$ cat src/rtl/d_reg_pipe_stage.sv
// d_reg_pipe_stage: one data register plus valid flag with load enable
module d_reg_pipe_stage #(
  parameter int WIDTH = 8,
  parameter logic [WIDTH-1:0] RESET_VAL = '0
) (
  input  logic             clk,
  input  logic             reset,
  input  logic             clr,
  input  logic             load,
  input  logic [WIDTH-1:0] src,
  input  logic             src_v,
  output logic [WIDTH-1:0] dat,
  output logic             v
);
  always_ff @(posedge clk or negedge reset)
    if (!reset) begin
      v   <= 1'b0;
      dat <= RESET_VAL;
    end else if (clr) begin
      v   <= 1'b0;
      dat <= RESET_VAL;
    end else if (load) begin
      v <= src_v;
      if (src_v) dat <= src;
    end
endmodule

$ cat src/rtl/d_reg_pipe.sv
// d_reg_pipe: WIDTH-bit, STAGES-deep bubble-collapsing register pipeline with
// valid/ready handshake on both ends and true/complement outputs.
module d_reg_pipe #(
  parameter int WIDTH = 8,
  parameter int STAGES = 3,
  parameter logic [WIDTH-1:0] RESET_VAL = {WIDTH{1'b0}}
) (
  input  logic                         clk,
  input  logic                         reset,
  input  logic                         clr,
  input  logic [WIDTH-1:0]             d,
  input  logic                         in_valid,
  output logic                         in_ready,
  output logic [WIDTH-1:0]             q,
  output logic [WIDTH-1:0]             q_bar,
  output logic                         out_valid,
  input  logic                         out_ready,
  output logic [$clog2(STAGES+1)-1:0]  occupancy
);
  localparam int OW = $clog2(STAGES+1);
  logic [WIDTH-1:0]  dat [STAGES];
  logic [STAGES-1:0] v, load;
  logic              accept, pop;
  // A stage may load if any stage at or after it is empty, or the output drains.
  for (genvar i = 0; i < STAGES; i++) begin : g_stage
    assign load[i] = out_ready | ~&v[STAGES-1:i];
    if (i == 0) begin : g_head
      d_reg_pipe_stage #(.WIDTH(WIDTH), .RESET_VAL(RESET_VAL)) u_stage (
        .clk(clk), .reset(reset), .clr(clr), .load(load[i]),
        .src(d), .src_v(in_valid), .dat(dat[i]), .v(v[i])
      );
    end else begin : g_body
      d_reg_pipe_stage #(.WIDTH(WIDTH), .RESET_VAL(RESET_VAL)) u_stage (
        .clk(clk), .reset(reset), .clr(clr), .load(load[i]),
        .src(dat[i-1]), .src_v(v[i-1]), .dat(dat[i]), .v(v[i])
      );
    end
  end
  assign q         = dat[STAGES-1];
  assign q_bar     = ~q;
  assign out_valid = v[STAGES-1];
  assign in_ready  = load[0] & ~clr & reset;
  assign accept    = in_valid & in_ready;
  assign pop       = out_valid & out_ready & ~clr;
  always_ff @(posedge clk or negedge reset)
    if (!reset) occupancy <= '0;
    else if (clr) occupancy <= '0;
    else if (accept & ~pop) occupancy <= occupancy + OW'(1);
    else if (pop & ~accept) occupancy <= occupancy - OW'(1);
endmodule

$ cat config.mk
export PLATFORM = sky130hd
export DESIGN_NAME = d_reg_pipe
export DESIGN_NICKNAME = d
export VERILOG_FILES = /design/src/rtl/d_reg_pipe_stage.sv /design/src/rtl/d_reg_pipe.sv
export SDC_FILE = /design/constraint.sdc
export NUM_CORES = 1
export LEC_CHECK = 0
export CAP_MARGIN = 20
export CORE_UTILIZATION = 58
export DETAILED_ROUTE_END_ITERATION = 10
export DONT_BUFFER_PORTS = 1
export PLACE_DENSITY = 0.74
export SLEW_MARGIN = 5
export SYNTH_ARGS = -nofsm -noshare
export SYNTH_HDL_FRONTEND = slang
export SYNTH_HIERARCHICAL = 1
export SYNTH_SLANG_ARGS = --single-unit
$ cat constraint.sdc
create_clock -name clk -period 1.6 [get_ports clk]
set_input_delay 0.24 -clock clk [delete_from_list [all_inputs] [get_ports clk]]
set_output_delay 0.24 -clock clk [all_outputs]
set_load 0.02 [all_outputs]
Yosys cells after proc, flatten, opt, wreduce, memory -nomap -nowiden
Cells that the tools add are included.
W data, S select, Z words.
- add/sub/neg operators: 2
- multiplexer cells: 18
- bitwise gates (word level): 14
- reductions and logical operators: 15
- operator list (cell ; number):
    $mux W8 ; 9
    $reduce_bool A2 Y1 ; 6
    $not A8 Y8 ; 1
    $reduce_and A2 Y1 ; 4
    $and A1 B1 Y1 ; 7
    $mux W1 ; 6
    $mux W2 ; 3
    $logic_not A1 Y1 ; 3
    $not A1 Y1 ; 3
    $or A1 B1 Y1 ; 3
    $reduce_and A3 Y1 ; 1
    $reduce_bool A3 Y1 ; 1
    $add A2 B1 Y2 const B ; 1
    $sub A2 B1 Y2 const B ; 1
- flip-flop bits (word level): 29
- output and inout port bits: 20

Longest topological paths before layout
- depth after elaboration: 11
- gate-level depth with buffers: 6

Cells and area by module
Netlist, hierarchy kept.
- modules (own cells, without submodules) (module ; times used ; cells an instance ; area an instance (µm²) ; seq. area each (µm²)):
    d_reg_pipe_stage ; 3 ; 40 ; 451.7 ; 225.2
    d_reg_pipe ; 1 ; 28 ; 207.7 ; 50.0

Worst setup path after synthesis
Ideal clock, no wire load.
- kind: reg-to-reg
- from: register g_stage[2].g_body.u_stage.v
- to: register occupancy[1]
- library setup time: 0.128 ns
- data arrival time: 1.422 ns
- slack: 0.051 ns
- stages on the path, launching flop included: 5
- path buffers: 0
- cells stage by stage: dfrtp_1 > and4b_4 > nor3_4 > mux2i_1 > mux2_1
- cells in the longest elaborated chain, start to end: 9
- elaborated cells between the ends (all ways): 15
- those cells by class: mux: 2; bitwise: 10; reduce/logical: 3
- RTL lines (what ; line ; RTL):
    start, declared ; d_reg_pipe_stage.sv:13 ; output logic v
    start signal, assigned ; d_reg_pipe_stage.sv:23 ; v <= src_v;
    $reduce_and A3 Y1 ; d_reg_pipe.sv:26 ; assign load[i] = out_ready | ~&v[STAGES-1:i];
    $logic_not A1 Y1 ; d_reg_pipe.sv:26 ;
    $or A1 B1 Y1 ; d_reg_pipe.sv:26 ;
    $and A1 B1 Y1 (2 in a row) ; d_reg_pipe.sv:42 ; assign in_ready = load[0] & ~clr & reset;
    $and A1 B1 Y1 ; d_reg_pipe.sv:43 ; assign accept = in_valid & in_ready;
    $and A1 B1 Y1 or $not A1 Y1 (tied branches) ; d_reg_pipe.sv:48, d_reg_pipe.sv:49 ;
    $mux W2 or $and A1 B1 Y1 (tied branches) ; d_reg_pipe.sv:48, d_reg_pipe.sv:49 ;
    $mux W2 or $reduce_bool A3 Y1 (tied branches) ; - ;
    end signal, assigned ; d_reg_pipe.sv:48 ; else if (accept & ~pop) occupancy <= occupancy + OW'(1);
    end signal, assigned ; d_reg_pipe.sv:49 ; else if (pop & ~accept) occupancy <= occupancy - OW'(1);
    end, declared ; d_reg_pipe.sv:18 ; output logic [$clog2(STAGES+1)-1:0] occupancy
Several ways; a longest one is shown, not always the timed one.
A chain may end at the register's enable or synchronous reset.

Worst setup path in the final report
- from: register g_stage[0].g_head.u_stage.v
- to: register occupancy[1]
- cells in the longest elaborated chain, start to end: 9
- elaborated cells between the ends (all ways): 12
- those cells by class: mux: 2; bitwise: 7; reduce/logical: 3
- RTL lines (what ; line):
    start, declared ; d_reg_pipe_stage.sv:13
    start signal, assigned ; d_reg_pipe_stage.sv:23
    $reduce_and A3 Y1 * ; d_reg_pipe.sv:26
    $logic_not A1 Y1 * ; d_reg_pipe.sv:26
    $or A1 B1 Y1 * ; d_reg_pipe.sv:26
    $and A1 B1 Y1 * (2 in a row) ; d_reg_pipe.sv:42
    $and A1 B1 Y1 * ; d_reg_pipe.sv:43
    $and A1 B1 Y1 or $not A1 Y1 (tied branches) ; d_reg_pipe.sv:48, d_reg_pipe.sv:49
    $mux W2 or $and A1 B1 Y1 (tied branches) ; d_reg_pipe.sv:48, d_reg_pipe.sv:49
    $mux W2 or $reduce_bool A3 Y1 (tied branches) ; -
Mark *: on every way between the ends. The rest lies on a longest branch, timed or not.

==> flow_results.xml <==
<?xml version="1.0" encoding="UTF-8"?>
<metrics>
  <group name="outcome">
    <metric name="status" unit="">complete, no violations</metric>
  </group>
  <group name="timing">
    <metric name="fmax" unit="GHz">0.6648</metric>
    <metric name="least_margin_pin_slew" unit="ns">1.057</metric>
    <metric name="timing_hold_violations_final" unit="">0</metric>
    <metric name="timing.final.crit_period" unit="ns">1.504</metric>
    <metric name="timing.setup.tns" unit="ns">0</metric>
    <metric name="report.final.setup_viol" unit="">0</metric>
    <metric name="worst_clock_skew" unit="ns">0.007520</metric>
    <metric name="setup_repair_after_global_routing_missed_its_margin" unit="">false</metric>
    <metric name="period_share" unit="%">94.02</metric>
    <metric name="drv_slew" unit="">0</metric>
    <metric name="worst_setup_margin" unit="ns">0.09571</metric>
    <metric name="timing.slew.headroom" unit="%">29.33</metric>
  </group>
  <group name="clocking">
    <metric name="htreeDepth" unit="">2</metric>
    <metric name="clkLatencyLatePin" unit="ns">0.32</metric>
    <metric name="cts_max_path_buffers" unit="">2</metric>
    <metric name="root_buffer" unit="">clkbuf_4</metric>
    <metric name="cts.clk_slew.worst_paths" unit="ns">0.09</metric>
    <metric name="cts_post_setup_buffers_inserted" unit="">0</metric>
    <metric name="numCtsBuffers" unit="">5</metric>
    <metric name="tritoncts_num_sinks" unit="">29</metric>
    <metric name="cts_tree" unit="">yes</metric>
  </group>
  <group name="pwr">
    <metric name="power.leakage" unit="µW">0.0006895</metric>
    <metric name="fin_total_pwr" unit="µW">1293</metric>
    <metric name="irDropWorstVdd" unit="mV">0.5252</metric>
    <metric name="pwr_density_cell" unit="mW/mm²">811.8</metric>
  </group>
  <group name="logic_synthesis">
    <metric name="ys_top_cells_by_count" unit="">dfrtp_1, nand3_1, a21bo_2, a21oi_1, inv_1</metric>
    <metric name="yosys_register_bits" unit="">29</metric>
    <metric name="yosys.cell_types.count" unit="">22</metric>
    <metric name="synth_largest_area_cell" unit="">dfrtp_1</metric>
    <metric name="syn-mean-instance-area" unit="µm²">10.56</metric>
    <metric name="synthesis.instances" unit="">148</metric>
    <metric name="synth_enable_flop_cells" unit="">0</metric>
    <metric name="ys_top_cells_by_area" unit="">dfrtp_1, a21bo_2, nand3_1, a21oi_1, buf_6</metric>
    <metric name="synthMostInstantiatedCell" unit="">dfrtp_1</metric>
    <metric name="ys.flop_type" unit="">dfrtp_1</metric>
    <metric name="sequential_share_of_the_synthesized_area" unit="%">46.44</metric>
    <metric name="ys.warnings.count" unit="">6</metric>
    <metric name="yosys.area.top_type_share" unit="%">46.44</metric>
    <metric name="synth.cell_area" unit="mm²">0.001563</metric>
    <metric name="synth-async-reset-ratio" unit="%">100.0</metric>
    <metric name="mappedNetlistNets" unit="">161</metric>
  </group>
  <group name="floorplan">
    <metric name="die-area" unit="mm²">0.002906</metric>
    <metric name="dieHeight" unit="µm">53.91</metric>
    <metric name="design.portCount" unit="">33</metric>
    <metric name="starting_density_of_the_core" unit="%">61.95</metric>
    <metric name="x_dimension_of_the_die" unit="µm">53.91</metric>
    <metric name="coreArea" unit="mm²">0.002522</metric>
    <metric name="rows" unit="">18</metric>
  </group>
  <group name="placement">
    <metric name="dpl.cell_count" unit="">169</metric>
    <metric name="placement.io_buffers" unit="">0</metric>
    <metric name="place_ws" unit="ns">0.1051</metric>
    <metric name="hpwlAfterDp" unit="mm">1.605</metric>
    <metric name="place_congestion" unit="">0.7592</metric>
  </group>
  <group name="worst_setup_path">
    <metric name="critPathCaptureType" unit="">flip-flop</metric>
    <metric name="setup.reg_to_reg.worst_slack" unit="ns">0.1</metric>
    <metric name="worst_setup_start_kind" unit="">flip-flop</metric>
    <metric name="critical_path_arrival" unit="ns">1.71</metric>
    <metric name="timing_worst_setup_path_type" unit="">flip-flop to flip-flop</metric>
    <metric name="cp_slowest_cell" unit="">dfrtp_1</metric>
    <metric name="cp.required" unit="ns">1.80</metric>
    <metric name="crit_path_max_incr_delay" unit="ns">0.39</metric>
    <metric name="critical_path_peak_fanout" unit="">3</metric>
    <metric name="path_cells" unit="">and4b_4 -&gt; nor3_4 -&gt; mux2i_1 -&gt; mux2_1</metric>
  </group>
  <group name="route">
    <metric name="antenna_violating_nets_post_route" unit="">0</metric>
    <metric name="remaining_drc_errors" unit="">0</metric>
    <metric name="via_count" unit="">1012</metric>
    <metric name="drt_pre_antenna_iters" unit="">4</metric>
    <metric name="wl" unit="mm">2.615</metric>
    <metric name="route.detailed.wl_per_inst" unit="µm">14.53</metric>
    <metric name="drtIter0Drc" unit="">15</metric>
    <metric name="vias_per_cell" unit="">5.622</metric>
  </group>
  <group name="flow_run">
    <metric name="cap_violations" unit="">0</metric>
  </group>
  <group name="finish">
    <metric name="post_layout_nonfiller_instances" unit="">180</metric>
    <metric name="area_grow_syn2layout" unit="%">1.922</metric>
    <metric name="finalNetCount" unit="">162</metric>
    <metric name="ff_latch_area" unit="µm²">725.7</metric>
    <metric name="antenna_cells" unit="">0</metric>
    <metric name="post_route_cells_drive_above_1_share" unit="%">26.67</metric>
    <metric name="num-fill-cells" unit="">200</metric>
    <metric name="multi_input_comb_area" unit="µm²">658.1</metric>
  </group>
  <group name="grt">
    <metric name="combined_global_route_utilization_of_all_metal_layers" unit="%">22.25</metric>
    <metric name="number_of_antenna_violations_at_the_first_check_in_global_routing" unit="">0</metric>
    <metric name="grt_pass1_wl" unit="mm">4.443</metric>
    <metric name="grt_pass1_vias" unit="">976</metric>
    <metric name="grt_max_degree" unit="">30</metric>
    <metric name="grt_overflow" unit="">0</metric>
  </group>
  <group name="min_path">
    <metric name="hold_class" unit="">input port to flip-flop</metric>
  </group>
</metrics>
worst max-delay path, delay by kind of cell (launching register included):
| family | cells | cell delay, ns |
|---|---|---|
| mux | 2 | 0.56 |
| simple gates | 2 | 0.44 |
| flops | 1 | 0.39 |
placed cells by master (no fill, tap or decap):
cell,Yosys,final
clkbuf_4,0,5
nor2_1,6,6
nand3_1,24,24
nor2b_1,1,1
and2b_2,1,1
a21oi_1,21,21
nor3_4,1,1
buf_4,3,6
a21oi_2,3,3
nor3b_2,0,1
mux2_1,1,1
mux2i_1,4,4
a21bo_2,21,21
buf_12,0,1
clkbuf_1,0,3
and2_1,1,1
xnor2_1,2,2
and4b_4,1,1
inv_1,10,10
dfrtp_1,29,29
nand2_1,3,3
dlygate4sd3_1,0,2
a21bo_1,3,3
final cells by class:
cell class              count  share of cell area [%]
inverters                  10                   2.357
repair buffers              9                   5.342
flip-flops and latches     29                   45.56
clock buffers               8                   3.064
multi-input cells          94                   41.32
well taps                  30                   2.357
cell families after synthesis:
| kind of cell | after synthesis | synth area share, % |
|---|---|---|
| AOI/OAI and AO/OA | 48 | 23.78 |
| and+or+nand+nor | 39 | 13.61 |
| DFF | 29 | 46.44 |
| buffers and inverters | 25 | 11.77 |
| muxes | 5 | 3.283 |
| xor gates and xnor gates | 2 | 1.121 |
path summary, 6_finish.rpt:
check                                              endpoint  cells after the start                             start
max                                            occupancy[1]                      4       g_stage[0].g_head.u_stage/v
min                        g_stage[0].g_head.u_stage/dat[4]                      2                              d[4]
max reg2reg                                    occupancy[1]                      4       g_stage[0].g_head.u_stage/v
min reg2reg                g_stage[1].g_body.u_stage/dat[0]                      2  g_stage[0].g_head.u_stage/dat[0]
max in group asynchronous                      occupancy[0]                      2                             reset
min in group asynchronous  g_stage[1].g_body.u_stage/dat[1]                      2                             reset
flip-flops by register name (all words and copies together) (netlist names):
signal	cells
g_stage.g_body.u_stage/dat	16
g_stage.g_body.u_stage/v	2
g_stage.g_head.u_stage/dat	8
g_stage.g_head.u_stage/v	1
occupancy	2
where the power goes:
group	switching, µW	internal (µW)	total [µW]
clock network	233	175	408
logic	63.9	50.5	114
registers	17.3	753	771
metrics by stage:
stage / cell area (µm²) / hold WS (ns) / utilization (%)
global placement: 1499 / -0.05507 / 59.42
CTS: 1588 / 0.03742 / 62.95
global route: 1593 / 0.04293 / 63.14
detailed placement: 1499 / -0.05499 / 59.42
floorplan: 1563 / -0.05559 / -
finish: 1593 / 0.05369 / 63.14
routing by layer:
metal  track usage (%)  up-vias  routed length (µm)
li1                  -      506                   -
met1             30.04      466                1307
met2             31.48       35                1142
met3             9.322        5                 137
met4             8.333        0                  28
met5                 0        -                   0
repair_timing:
item,CTS,global route
endpoints found under the hold margin,57,0
resized for setup,0,1
hold buffers,3,0
setup endpoints to repair,0,1
Power figures use the tool's default switching activity.
